===== src/rtl/mem_access_unit_if.sv =====
// Request/response handshake and data-memory port bundle for mem_access_unit.
// The slave modport is the unit itself; the master modport is the pipeline/memory side.
interface mem_access_unit_if #(
  parameter int ADDR_W = 32,
  parameter int DATA_W = 32
);
  // Pipeline request channel
  logic              req_valid;
  logic              req_ready;
  logic              req_write;
  logic [1:0]        req_size;
  logic              req_signed;
  logic [ADDR_W-1:0] req_addr;
  logic [DATA_W-1:0] req_wdata;

  // Completion channel (no backpressure)
  logic              resp_valid;
  logic [DATA_W-1:0] resp_rdata;
  logic              resp_err;

  // Word-addressed data-memory port
  logic [ADDR_W-1:0] mem_address;
  logic              mem_writeEnable;
  logic [DATA_W-1:0] mem_dataWrite;
  logic [DATA_W-1:0] mem_dataOutput;

  modport slave (
    input  req_valid, req_write, req_size, req_signed, req_addr, req_wdata,
    input  mem_dataOutput,
    output req_ready, resp_valid, resp_rdata, resp_err,
    output mem_address, mem_writeEnable, mem_dataWrite
  );

  modport master (
    output req_valid, req_write, req_size, req_signed, req_addr, req_wdata,
    output mem_dataOutput,
    input  req_ready, resp_valid, resp_rdata, resp_err,
    input  mem_address, mem_writeEnable, mem_dataWrite
  );
endinterface


===== src/rtl/mem_access_unit.sv =====
// Load/store initiator for the word-addressed data memory.
// Handles byte/halfword/word accesses, sign/zero extension on loads, a two-cycle
// read-modify-write for sub-word stores, and rejects misaligned/out-of-range
// requests without touching memory. One request is outstanding at a time.
module mem_access_unit #(
  parameter int ADDR_W    = 32,
  parameter int DATA_W    = 32,
  parameter int MEM_DEPTH = 1024
) (
  input  logic                 clk,
  input  logic                 rst,
  mem_access_unit_if.slave     bus
);

  typedef enum logic [1:0] {
    IDLE   = 2'd0,
    ACCESS = 2'd1,
    MERGE  = 2'd2,
    RESP   = 2'd3
  } state_e;

  localparam logic [1:0] SZ_BYTE = 2'b00;
  localparam logic [1:0] SZ_HALF = 2'b01;
  localparam logic [1:0] SZ_WORD = 2'b10;

  localparam logic [ADDR_W-1:0] DEPTH_C = ADDR_W'(MEM_DEPTH);

  // Illegal size, misalignment, or word index beyond the attached memory.
  function automatic logic req_is_err(input logic [1:0] size, input logic [ADDR_W-1:0] addr);
    logic [ADDR_W-1:0] idx;
    logic              bad;
    idx = {2'b00, addr[ADDR_W-1:2]};
    case (size)
      SZ_BYTE: bad = 1'b0;
      SZ_HALF: bad = addr[0];
      SZ_WORD: bad = (addr[1:0] != 2'b00);
      default: bad = 1'b1;
    endcase
    req_is_err = bad | (idx >= DEPTH_C);
  endfunction

  // Pick the addressed little-endian lane out of a memory word and extend it.
  function automatic logic [31:0] load_extract(input logic [31:0] word, input logic [1:0] size,
                                               input logic [1:0] lane, input logic sgn);
    logic [7:0]  b;
    logic [15:0] h;
    b = word[{lane, 3'b000} +: 8];
    h = word[{lane[1], 4'b0000} +: 16];
    case (size)
      SZ_BYTE: load_extract = {{24{sgn & b[7]}}, b};
      SZ_HALF: load_extract = {{16{sgn & h[15]}}, h};
      default: load_extract = word;
    endcase
  endfunction

  // Replace the addressed lane of the current memory word with right-aligned store data.
  function automatic logic [31:0] store_merge(input logic [31:0] word, input logic [1:0] size,
                                              input logic [1:0] lane, input logic [31:0] wdata);
    logic [31:0] res;
    res = word;
    case (size)
      SZ_BYTE: res[{lane, 3'b000} +: 8]    = wdata[7:0];
      SZ_HALF: res[{lane[1], 4'b0000} +: 16] = wdata[15:0];
      default: res = wdata;
    endcase
    store_merge = res;
  endfunction

  state_e            state_q, state_d;
  logic              write_q;
  logic [1:0]        size_q;
  logic              signed_q;
  logic [1:0]        lane_q;
  logic [DATA_W-1:0] wdata_q;
  logic [ADDR_W-1:0] mem_address_q;
  logic [DATA_W-1:0] mem_dataWrite_q;
  logic              resp_valid_q;
  logic              resp_err_q;
  logic [DATA_W-1:0] resp_rdata_q;

  logic              accept_s;
  logic              req_err_s;
  logic              subword_store_s;
  logic              mem_we_s;
  logic [DATA_W-1:0] load_data_s;
  logic [DATA_W-1:0] merged_s;

  assign accept_s        = (state_q == IDLE) & bus.req_valid;
  assign req_err_s       = req_is_err(bus.req_size, bus.req_addr);
  assign subword_store_s = write_q & (size_q != SZ_WORD);
  assign load_data_s     = load_extract(bus.mem_dataOutput, size_q, lane_q, signed_q);
  assign merged_s        = store_merge(bus.mem_dataOutput, size_q, lane_q, wdata_q);

  // Next-state decode: errors skip straight to RESP, sub-word stores detour through MERGE.
  always_comb begin
    state_d = state_q;
    case (state_q)
      IDLE: begin
        if (bus.req_valid) begin
          if (req_err_s) begin
            state_d = RESP;
          end else begin
            state_d = ACCESS;
          end
        end else begin
          state_d = IDLE;
        end
      end
      ACCESS: begin
        if (subword_store_s) begin
          state_d = MERGE;
        end else begin
          state_d = RESP;
        end
      end
      MERGE:   state_d = RESP;
      RESP:    state_d = IDLE;
      default: state_d = IDLE;
    endcase
  end

  // Write strobe decoded from the state register so reset kills it in the same cycle.
  always_comb begin
    mem_we_s = 1'b0;
    case (state_q)
      ACCESS:  mem_we_s = write_q & (size_q == SZ_WORD);
      MERGE:   mem_we_s = 1'b1;
      default: mem_we_s = 1'b0;
    endcase
  end

  // State register.
  always_ff @(posedge clk or posedge rst) begin
    if (rst) begin
      state_q <= IDLE;
    end else begin
      state_q <= state_d;
    end
  end

  // Capture request attributes on accept; they stay stable for the whole transaction.
  always_ff @(posedge clk or posedge rst) begin
    if (rst) begin
      write_q  <= 1'b0;
      size_q   <= 2'b00;
      signed_q <= 1'b0;
      lane_q   <= 2'b00;
      wdata_q  <= '0;
    end else if (accept_s) begin
      write_q  <= bus.req_write;
      size_q   <= bus.req_size;
      signed_q <= bus.req_signed;
      lane_q   <= bus.req_addr[1:0];
      wdata_q  <= bus.req_wdata;
    end
  end

  // Memory address and write data: word stores load data at accept, sub-word stores at ACCESS.
  always_ff @(posedge clk or posedge rst) begin
    if (rst) begin
      mem_address_q   <= '0;
      mem_dataWrite_q <= '0;
    end else if (accept_s && !req_err_s) begin
      mem_address_q <= {2'b00, bus.req_addr[ADDR_W-1:2]};
      if (bus.req_write && (bus.req_size == SZ_WORD)) begin
        mem_dataWrite_q <= bus.req_wdata;
      end
    end else if ((state_q == ACCESS) && subword_store_s) begin
      mem_dataWrite_q <= merged_s;
    end
  end

  // Response registers: pulse valid in RESP, update err/rdata only on entry to RESP.
  always_ff @(posedge clk or posedge rst) begin
    if (rst) begin
      resp_valid_q <= 1'b0;
      resp_err_q   <= 1'b0;
      resp_rdata_q <= '0;
    end else begin
      resp_valid_q <= (state_d == RESP);
      if (state_d == RESP) begin
        case (state_q)
          IDLE: begin
            resp_err_q   <= 1'b1;
            resp_rdata_q <= '0;
          end
          ACCESS: begin
            resp_err_q   <= 1'b0;
            resp_rdata_q <= write_q ? '0 : load_data_s;
          end
          default: begin
            resp_err_q   <= 1'b0;
            resp_rdata_q <= '0;
          end
        endcase
      end
    end
  end

  assign bus.req_ready       = (state_q == IDLE);
  assign bus.resp_valid      = resp_valid_q;
  assign bus.resp_err        = resp_err_q;
  assign bus.resp_rdata      = resp_rdata_q;
  assign bus.mem_address     = mem_address_q;
  assign bus.mem_writeEnable = mem_we_s;
  assign bus.mem_dataWrite   = mem_dataWrite_q;

endmodule


===== src/flat_wrapper.sv =====
// flat-port wrapper written by rule: the top's interface ports become plain ports
module mem_access_unit_flat 
#(
  parameter int ADDR_W    = 32,
  parameter int DATA_W    = 32,
  parameter int MEM_DEPTH = 1024
)
  (clk, rst, bus_req_valid, bus_req_write, bus_req_size, bus_req_signed, bus_req_addr, bus_req_wdata, bus_mem_dataOutput, bus_req_ready, bus_resp_valid, bus_resp_rdata, bus_resp_err, bus_mem_address, bus_mem_writeEnable, bus_mem_dataWrite);
  mem_access_unit_if #(.ADDR_W(ADDR_W), .DATA_W(DATA_W)) bus_i ();
  input  logic clk;
  input  logic rst;
  input wire logic [$bits(bus_i.req_valid)-1:0] bus_req_valid;
  input wire logic [$bits(bus_i.req_write)-1:0] bus_req_write;
  input wire logic [$bits(bus_i.req_size)-1:0] bus_req_size;
  input wire logic [$bits(bus_i.req_signed)-1:0] bus_req_signed;
  input wire logic [$bits(bus_i.req_addr)-1:0] bus_req_addr;
  input wire logic [$bits(bus_i.req_wdata)-1:0] bus_req_wdata;
  input wire logic [$bits(bus_i.mem_dataOutput)-1:0] bus_mem_dataOutput;
  output wire logic [$bits(bus_i.req_ready)-1:0] bus_req_ready;
  output wire logic [$bits(bus_i.resp_valid)-1:0] bus_resp_valid;
  output wire logic [$bits(bus_i.resp_rdata)-1:0] bus_resp_rdata;
  output wire logic [$bits(bus_i.resp_err)-1:0] bus_resp_err;
  output wire logic [$bits(bus_i.mem_address)-1:0] bus_mem_address;
  output wire logic [$bits(bus_i.mem_writeEnable)-1:0] bus_mem_writeEnable;
  output wire logic [$bits(bus_i.mem_dataWrite)-1:0] bus_mem_dataWrite;
  assign bus_i.req_valid = bus_req_valid;
  assign bus_i.req_write = bus_req_write;
  assign bus_i.req_size = bus_req_size;
  assign bus_i.req_signed = bus_req_signed;
  assign bus_i.req_addr = bus_req_addr;
  assign bus_i.req_wdata = bus_req_wdata;
  assign bus_i.mem_dataOutput = bus_mem_dataOutput;
  assign bus_req_ready = bus_i.req_ready;
  assign bus_resp_valid = bus_i.resp_valid;
  assign bus_resp_rdata = bus_i.resp_rdata;
  assign bus_resp_err = bus_i.resp_err;
  assign bus_mem_address = bus_i.mem_address;
  assign bus_mem_writeEnable = bus_i.mem_writeEnable;
  assign bus_mem_dataWrite = bus_i.mem_dataWrite;
  mem_access_unit #(.ADDR_W(ADDR_W), .DATA_W(DATA_W), .MEM_DEPTH(MEM_DEPTH)) u_core (.clk(clk), .rst(rst), .bus(bus_i));
endmodule

===== config.mk =====
export PLATFORM = sky130hd
export DESIGN_NAME = mem_access_unit_flat
export DESIGN_NICKNAME = d
export VERILOG_FILES = /design/src/rtl/mem_access_unit_if.sv /design/src/rtl/mem_access_unit.sv /design/src/flat_wrapper.sv
export SDC_FILE = /design/constraint.sdc
export NUM_CORES = 1
export LEC_CHECK = 0
export ABC_AREA = 1
export CORE_ASPECT_RATIO = 0.75
export CORE_UTILIZATION = 25
export DETAILED_ROUTE_END_ITERATION = 10
export PLACE_DENSITY = 0.54
export SYNTH_ARGS = -nofsm -noshare
export SYNTH_HDL_FRONTEND = slang
export SYNTH_SLANG_ARGS = --single-unit

===== constraint.sdc =====
create_clock -name clk -period 6.2 [get_ports clk]
set_clock_uncertainty 0.1 [all_clocks]
set_input_delay 0.93 -clock clk [delete_from_list [all_inputs] [get_ports clk]]
set_output_delay 0.93 -clock clk [all_outputs]
set_load 0.02 [all_outputs]

==> impl_metrics.toml <==
[drt]
drc = 8
drt-pass1-iter-count = 10
routed_via_density = 4.83
wire_per_inst_um = 17.0
drtIter0Drc = 741
num_vias = 8202
wl_mm = 28.9
antenna_left = 0

[floorplan]
ios = 203
die_area_um2 = 32200
die_h_um = 156
initial_core_util_pct = 25.7
row_count = 55
core_um2 = 30600
die_w_um = 207

[placement]
io_buffers = 200
place_inst = 1667
place.gp.congestion = 0.858
post_dp_cell_area_um2 = 10100
hpwlAfterDp_mm = 21.1

[critical_path]
crit_end = "u_core.bus.mem_dataWrite[28]"
worstPathArrival_ps = 4520
critPathRequiredTime_ps = 6470
cp_cell_sequence = "clkdlybuf4s50_1, nand2_1, clkinv_2, nand2_2, buf_4, nand2_2, buf_4, nand2_2, nand2_1, nand2_1"
worst_r2r_path_depth = 11
crit_path_start_kind = "primary input"
r2r_slack_ps = 2160
max_stage_delay_ps = 780
crit_fanout = 43
timing.rr.end = "u_core.bus.mem_dataWrite[28]"
rr_startpoint = "u_core.state_q[0]"
critPathLaunch = "bus_req_valid"
worstSetupPathType = "in -> reg"
end_kind = "flip-flop"
crit_slowest_cell = "nand2_1"

[yosys]
syn_area_um2 = 7860
synth_compound_area_share_pct = 13.2
synth_edf_count = 0
ys_seq_area_share_pct = 43.3
postSynth.asyncResetShare_pct = 100
muxShareOfSynthArea_pct = 0
synth_xor_area_share_pct = 0
synthAdderAreaFrac_pct = 1.27
ys_top_cells_by_area = "dfrtp_1, nand2_1, nand3_1"
synth.top_cell.area_share_pct = 43.3
yosysUniqueCellTypes = 31
synthTopCellsByCount = "nand2_1, dfrtp_1, nand3_1"
syn_area_per_cell_um2 = 6.95
synthFlopType = "dfrtp_1"
yosysMostFrequentCell = "nand2_1"
ys_ff_latch = 136
synth_top_area_cell = "dfrtp_1"
synth_warnings = 0
synth_top_family_by_area = "simple AND/OR/NAND/NOR gates"
syn_inst = 1131
synth_simple_gate_area_share_pct = 34.7

[run_status]
violations = "design-rule violations"
status = "finished, violations left"

[sta]
whs_ps = 372
fmax_mhz = 235
setup-tns-final_ps = 0
worst_pin_slew_ps = 1070
maxSlewViolCount = 0
max-slew-margin-rel_pct = 28.7
fin_crit_sh_pct = 68.6
hold_viol = 0
period_minus_slack_ps = 4260
finalSetupViolations = 0
rsz0062_at_grt = "no"

[flow_run]
maxCapViolCount = 0

[finish]
synthToLayoutAreaGrowth_pct = 36.0
layout-drive-gt1-share_pct = 4.62
final_cells = 1699
nets = 1398
postLayoutCellArea_um2 = 10700
n_antenna_cell = 0

[cts]
cts_tree = "built"
clkTransAtPathRegs_ps = 60
cts_sinks = 136
cts_root_buf = "clkbuf_16"
clk_latency_ps = 430
holdBufCountCts = 0
clk_path_buf_depth = 2
cts_max_level = 4
post-cts-setup-buffers = 0
cts_inserted_buffers = 17
cts_resized = 0

[global_route]
grt_pass1_vias = 7692
grt_use_total_pct = 18.1
grt_max_degree = 99
antenna_found_initial = 2
grt_pass1_wl_mm = 44.4
gr-total-overflow = 0

[power_and_ir_drop]
p_leak_uw = 0.00511
ir_worst_vdd_v = 0.000188
p_total_uw = 5120
power_density_nw_per_um2 = 479

[hold_path]
hold_path_class = "reg -> reg"
worstHoldStart = "u_core.bus.resp_err"
## registers in the layout, indices dropped and copies added, names as in the netlist
signal and cells:
u_core.bus.resp_valid 1, u_core.wdata_q 32, u_core.state_q 2, u_core.write_q 1, u_core.bus.resp_rdata 32, u_core.signed_q 1, u_core.bus.mem_dataWrite 32, u_core.bus.mem_address 30
u_core.bus.resp_err 1, u_core.size_q 2, u_core.lane_q 2
## cell usage in the layout, fill, tap and decap left out, types with 3 or more instances in the layout
cell type,n
a21boi_0,20
a21oi_1,58
buf_4,9
clkbuf_16,17
clkbuf_8,4
clkdlybuf4s50_1,200
clkinv_2,5
clkinv_4,3
dfrtp_1,136
ha_1,8
inv_1,55
inv_2,3
nand2_1,462
nand2_2,7
nand3_1,130
nand4_1,9
nor2_1,50
nor3_1,4
o211ai_1,8
o21ai_0,83
o21ai_1,3
o21ai_2,3
o22ai_1,7
## cell type report
type                            count  area (um^2)
Fill cell                        3307        19900
Inverter                           61          235
Multi-Input combinational cell    862         3870
Timing Repair Buffer              209         2070
Sequential cell                   136         3400
Tap cell                          399          499
Clock inverter                     11          121
Clock buffer                       21          480
## per-stage QoR
stage / worst slack [ps] / util, %
final: 1940 / 35.0
after CTS: 1950 / 35.0
after global placement: 1600 / 33.0
after global routing: 1560 / 35.0
after detailed placement: 1490 / 33.0
after floorplan: 1530 / -
## where the power goes
group | internal [uW] | switching, uW | total, uW | leakage, uW
clock network | 634 | 419 | 1050 | 0.000295
registers | 1180 | 316 | 1490 | 0.00179
logic | 898 | 1670 | 2570 | 0.00302
total | 2710 | 2410 | 5120 | 0.00511
## layer usage
metal	global-route usage, %	up-vias	part of all wire (%)
met4	3.72	2	0.71
met2	26.4	287	45
met1	26.4	3926	47
li1	-	3968	-
met5	0	-	0.045
met3	4.80	19	7.7
## how the worst min path moves through the flow
| stage | end | slack [ps] | depth (start not counted) |
|---|---|---|---|
| after global routing | u_core.bus.resp_rdata[23] | 400 | 2 |
| after floorplan | u_core.wdata_q[16] | 350 | 2 |
| after CTS | u_core.bus.mem_address[8] | 380 | 2 |
| after detailed placement | u_core.bus.resp_rdata[8] | 360 | 2 |
| final | u_core.bus.resp_err | 370 | 2 |
| after global placement | u_core.bus.resp_rdata[12] | 360 | 2 |
## worst max-delay path: cells and delay by family
family | cells | cell delay (ps)
buffers and inverters | 4 | 1750
and+or+nand+nor | 6 | 1770
## cell families after synthesis
group,after synthesis
buffers and inverters,134
AOI/OAI and AO/OA,186
DFF,136
other,1
and+or+nand+nor,666
adders and majority gates,8
Note: power is estimated with default switching activity, not from simulation.
